$ cat config.mk
export PLATFORM = sky130hd
export DESIGN_NAME = fwd_hazard_unit
export DESIGN_NICKNAME = d
export VERILOG_FILES = /design/src/rtl/fwd_hazard_unit.sv
export SDC_FILE = /design/constraint.sdc
export NUM_CORES = 1
export LEC_CHECK = 0
export CAP_MARGIN = 25
export CORE_ASPECT_RATIO = 0.9
export CORE_MARGIN = 5
export CORE_UTILIZATION = 41
export DETAILED_ROUTE_END_ITERATION = 6
export GPL_ROUTABILITY_DRIVEN = 0
export PLACE_DENSITY_LB_ADDON = 0.08
export SYNTH_ARGS = -nofsm -noshare
export SYNTH_HDL_FRONTEND = slang
export SYNTH_SLANG_ARGS = --single-unit
$ cat constraint.sdc
create_clock -name clk -period 2.7 [get_ports clk]
set_clock_uncertainty 0.15 [all_clocks]
set_input_delay 0.27 -clock clk [delete_from_list [all_inputs] [get_ports clk]]
set_output_delay 0.27 -clock clk [all_outputs]
set_load 0.05 [all_outputs]
$ cat src/rtl/fwd_hazard_unit.sv
// rtl/fwd_hazard_unit.sv - EX-stage operand forwarding, writeback hold buffer and load-use/slow-memory stall control
// Optional: define FWD_STALL_CNT_EN to add the stall_cycles counter output.
module fwd_hazard_unit #(
  parameter int DATA_W   = 32,
  parameter int REG_W    = 5,
  parameter int WAIT_W   = 4,
  parameter int MAX_WAIT = 15
) (
  input  logic              clk,
  input  logic              rst_n,
  input  logic [REG_W-1:0]  if_id_rs,
  input  logic [REG_W-1:0]  if_id_rt,
  input  logic [REG_W-1:0]  id_ex_rs,
  input  logic [REG_W-1:0]  id_ex_rt,
  input  logic [REG_W-1:0]  id_ex_rd,
  input  logic              id_ex_memread,
  input  logic [DATA_W-1:0] rf_a,
  input  logic [DATA_W-1:0] rf_b,
  input  logic [REG_W-1:0]  ex_mem_rd,
  input  logic              ex_mem_regwrite,
  input  logic [DATA_W-1:0] ex_mem_result,
  input  logic [REG_W-1:0]  mem_wb_rd,
  input  logic              mem_wb_regwrite,
  input  logic [DATA_W-1:0] mem_wb_result,
  input  logic              mem_ready,
  output logic [DATA_W-1:0] op_a,
  output logic [DATA_W-1:0] op_b,
  output logic [1:0]        sel_a,
  output logic [1:0]        sel_b,
  output logic              stall_pc,
  output logic              stall_ifid,
  output logic              flush_idex,
`ifdef FWD_STALL_CNT_EN
  output logic [31:0]       stall_cycles,
`endif
  output logic              mem_timeout
);

  localparam logic [1:0] SEL_RF   = 2'b00;
  localparam logic [1:0] SEL_EXM  = 2'b10;
  localparam logic [1:0] SEL_MWB  = 2'b01;
  localparam logic [1:0] SEL_HOLD = 2'b11;
  localparam logic [WAIT_W-1:0] WAIT_LIMIT = WAIT_W'(MAX_WAIT);

  typedef enum logic [1:0] {IDLE, BUBBLE, MEM_WAIT} state_t;

  state_t              state, state_nxt;
  logic [WAIT_W-1:0]   wait_cnt;
  logic                cnt_clr, cnt_inc, timeout_set, stall;
  logic                load_use;
  logic                hold_valid;
  logic [REG_W-1:0]    hold_rd;
  logic [DATA_W-1:0]   hold_val;

  // Priority: youngest producer wins; register 0 is never forwarded.
  function automatic logic [1:0] pick_sel(input logic [REG_W-1:0] src);
    if (src == '0)
      pick_sel = SEL_RF;
    else if (ex_mem_regwrite && ex_mem_rd == src)
      pick_sel = SEL_EXM;
    else if (mem_wb_regwrite && mem_wb_rd == src)
      pick_sel = SEL_MWB;
    else if (hold_valid && hold_rd == src)
      pick_sel = SEL_HOLD;
    else
      pick_sel = SEL_RF;
  endfunction

  always_comb begin
    sel_a = pick_sel(id_ex_rs);
    sel_b = pick_sel(id_ex_rt);
  end

  always_comb begin
    op_a = rf_a;
    case (sel_a)
      SEL_EXM:  op_a = ex_mem_result;
      SEL_MWB:  op_a = mem_wb_result;
      SEL_HOLD: op_a = hold_val;
      default:  op_a = rf_a;
    endcase
  end

  always_comb begin
    op_b = rf_b;
    case (sel_b)
      SEL_EXM:  op_b = ex_mem_result;
      SEL_MWB:  op_b = mem_wb_result;
      SEL_HOLD: op_b = hold_val;
      default:  op_b = rf_b;
    endcase
  end

  // Keeps the last retired write so an instruction three behind still sees it.
  always_ff @(posedge clk or negedge rst_n) begin
    if (!rst_n) begin
      hold_valid <= 1'b0;
      hold_rd    <= '0;
      hold_val   <= '0;
    end else if (mem_wb_regwrite && mem_wb_rd != '0) begin
      hold_valid <= 1'b1;
      hold_rd    <= mem_wb_rd;
      hold_val   <= mem_wb_result;
    end
  end

  assign load_use = id_ex_memread && (id_ex_rd != '0) &&
                    ((id_ex_rd == if_id_rs) || (id_ex_rd == if_id_rt));

  always_comb begin
    state_nxt   = state;
    stall       = 1'b0;
    cnt_clr     = 1'b0;
    cnt_inc     = 1'b0;
    timeout_set = 1'b0;
    case (state)
      IDLE: begin
        if (load_use) begin
          stall     = 1'b1;
          state_nxt = BUBBLE;
        end
      end
      BUBBLE: begin
        if (mem_ready) begin
          state_nxt = IDLE;
        end else begin
          stall     = 1'b1;
          cnt_clr   = 1'b1;
          state_nxt = MEM_WAIT;
        end
      end
      MEM_WAIT: begin
        if (mem_ready) begin
          state_nxt = IDLE;
        end else if (wait_cnt == WAIT_LIMIT) begin
          timeout_set = 1'b1;
          state_nxt   = IDLE;
        end else begin
          stall   = 1'b1;
          cnt_inc = 1'b1;
        end
      end
      default: state_nxt = IDLE;
    endcase
  end

  assign stall_pc   = stall;
  assign stall_ifid = stall;
  assign flush_idex = stall;

  always_ff @(posedge clk or negedge rst_n) begin
    if (!rst_n) begin
      state       <= IDLE;
      wait_cnt    <= '0;
      mem_timeout <= 1'b0;
    end else begin
      state <= state_nxt;
      if (cnt_clr)
        wait_cnt <= '0;
      else if (cnt_inc)
        wait_cnt <= wait_cnt + 1'b1;
      if (timeout_set)
        mem_timeout <= 1'b1;
    end
  end

`ifdef FWD_STALL_CNT_EN
  always_ff @(posedge clk or negedge rst_n) begin
    if (!rst_n)
      stall_cycles <= '0;
    else if (stall)
      stall_cycles <= stall_cycles + 32'd1;
  end
`endif

endmodule
==> impl_metrics.toml <==
[hold_path]
worstHoldEndpoint = "hold_rd[4]$_DFFE_PN0P_"
holdPathStages = 4
min_from = "mem_wb_rd[4]"
hold_class = "in2reg"

[sta]
worst_pin_slew_ns = 0.816
finalHoldViolCount = 0
holdWs_ns = 0.198
fmax_mhz = 309
setup_viol_count_final = 68
slew_headroom_pct = 45.5
period_needed_ns = 3.24
finalMaxSlewViolations = 0
rsz0062_at_grt = "true"
period_share_pct = 120
worst_slack_ns = -0.538

[clocking]
cts_tree = "yes"
clockBufferDepth = 2
cts_sinks = 45
root_buffer = "clkbuf_16"
numCtsBuffers = 5
htree_levels = 2
path_clk_slew_ns = 0.07
clk_latency_ns = 0.29

[worst_setup_path]
arrival_ns = 2.82
start_kind = "input port"
critPathMaxFanout = 6
crit_type = "in2out"
ff2ff_path_depth = 4
end_kind = "output port"
r2r_slack_ns = 0.68
r2r-end = "wait_cnt[3]$_DFFE_PN0P_"
crit_required_ns = 2.28
timing.rr.start = "state[0]$_DFFE_PN0P_"

[grt]
grtUsageTotal_pct = 38.4
grt_max_degree = 39
grt_pass1_vias = 6949
grt_pass1_wl_mm = 39.4
overflow = 0
antenna_found_initial = 3

[detailed_routing]
drc_errors = 2
firstDrtPassIters = 7
drt_wl_total_mm = 35.2
avgViaCountPerCell = 7.40
drt_iter0_markers = 1052
postRouteAntennaNets = 0
num_vias = 7395
avgRoutedWirePerCell_um = 35.3

[die]
core_area_um2 = 10900
start_util_pct = 42.1
pin_count = 241
rows = 36
die_h_um = 110
die-area_um2 = 13400
die_x_um = 121

[run_status]
violations = "design-rule violations, negative setup slack"
status = "complete, but fails checks"

[synth]
synth_area_leaders = "dfrtp_1 (25%), mux2_2 (7.9%), a2bb2oi_2 (7.2%)"
syn_nets = 705
yosysUniqueCellTypes = 47
ys_warn_count = 0
synth_edf_count = 0
synthFlopType = "dfrtp_1"
synth_common_cells = "a21oi_1 (50), dfrtp_1 (45), nor2_1 (41)"
yosysSeqAreaShare_pct = 24.6
syn_area_um2 = 4570
synth_cells = 535
yosys.area.top_type = "dfrtp_1"
synth.most_common_cell = "a21oi_1"
synth_top_cell_area_share_pct = 24.6
syn_area_per_cell_um2 = 8.54
ys_seq_elements = 45
synthArstFlopShare_pct = 100

[flow_run]
maxCapViolCount = 0

[place]
hpwl_mm = 15.7
port_buffers = 240
pre_cts_ws_ns = -0.402

[power_and_ir_drop]
p_per_area_nw_per_um2 = 388
peakVddDrop_v = 0.000321
leakage_uw = 0.00379
total_power_uw = 3990

[finish]
area_growth_syn_to_layout_pct = 125
layout.nets = 1016
antenna_cells = 0
layout-drive-gt1-share_pct = 46.3
## kinds of logic after synthesis
group / after synthesis / share of synthesized area (%)
compound gates: 213 / 36.7
simple gates: 143 / 15.1
mux: 33 / 8.10
fa+ha+maj: 1 / 0.274
buf+inv: 58 / 7.14
flops: 45 / 24.6
xor+xnor: 42 / 8.05
## state kept, by name (all words and copies together), names as in the netlist
| register | flops |
|---|---|
| hold_val | 32 |
| hold_rd | 5 |
| hold_valid | 1 |
| mem_timeout | 1 |
| state | 2 |
| wait_cnt | 4 |
## area by class of cell
class                      instances  area [um^2]
timing repair buffer             353         4100
fill                             278          569
multi-input combinational        433         4660
clock buffer                       7          143
tap                              152          190
clock inverter                     1         30.0
inverter                           8         30.0
sequential                        45         1130
## worst max path at each step
stage,depth (start not counted),slack (ns),start,to
after floorplan,7,-0.09,hold_rd[2]$_DFFE_PN0P_,op_a[5]
after global placement,9,-0.38,mem_wb_rd[3],op_b[2]
after detailed placement,9,-0.40,mem_wb_rd[3],op_b[2]
after CTS,8,-0.19,hold_rd[2]$_DFFE_PN0P_,op_a[31]
after global routing,9,-0.62,hold_rd[1]$_DFFE_PN0P_,op_a[8]
final,11,-0.54,ex_mem_rd[4],op_a[11]
## placed cells by master, fill, tap and decap left out, types with 10 or more instances in the layout
master and n:
a211o_1 16, nand3_2 10, buf_4 66, xor2_1 26, a31oi_4 24, xnor2_1 14
dlygate4sd2_1 13, nand2_1 37, o21ai_1 18, o21ai_0 11, a2bb2oi_4 24, a21oi_2 10
buf_6 47, nand3_1 21, dfrtp_1 45, mux2_2 32, a21oi_4 10, nor2_1 31
o2bb2ai_2 10, a21oi_1 34, clkdlybuf4s50_1 154, buf_12 61, o221ai_4 14
## what timing repair did
item,in CTS,in global routing
pin swaps,42,43
setup buffers,26,12
hold buffers,1,0
resized for setup,192,94
endpoints found under the hold margin,19,0
endpoints found under the setup margin,67,68
gates cloned,8,1
## critical path, stage by stage
cell	delay, ns
clkdlybuf4s50_1	0.56
xnor2_1	0.15
nand4_1	0.18
buf_4	0.19
o21ai_1	0.21
buf_4	0.19
nor2_4	0.05
buf_12	0.14
a21oi_1	0.55
a21oi_2	0.12
buf_6	0.19
## through the flow
step	utilization, %	area (um^2)	TNS (ns)	instances
global placement	74.3	8070	-14.93	952
CTS	89.9	9760	-7.80	995
floorplan	-	4710	-0.177	535
finish	94.8	10300	-19.88	999
global route	94.8	10300	-28.57	999
detailed placement	74.5	8090	-17.53	953
## power breakdown
part	internal [uW]	switching [uW]
combinational	1120	1240
sequential	745	114
clock	464	303
total	2330	1660
## per-layer routing
layer / part of all wire, % / routed length, um / track usage [%] / vias up
met1: 30 / 10700 / 41.9 / 3398
met3: 14 / 4970 / 9.69 / 399
li1: - / - / - / 2668
met4: 12 / 4050 / 26.0 / 4
met5: 0.071 / 25 / 0 / -
met2: 44 / 15500 / 66.3 / 926
No activity file was read; power rests on OpenSTA's default activity.
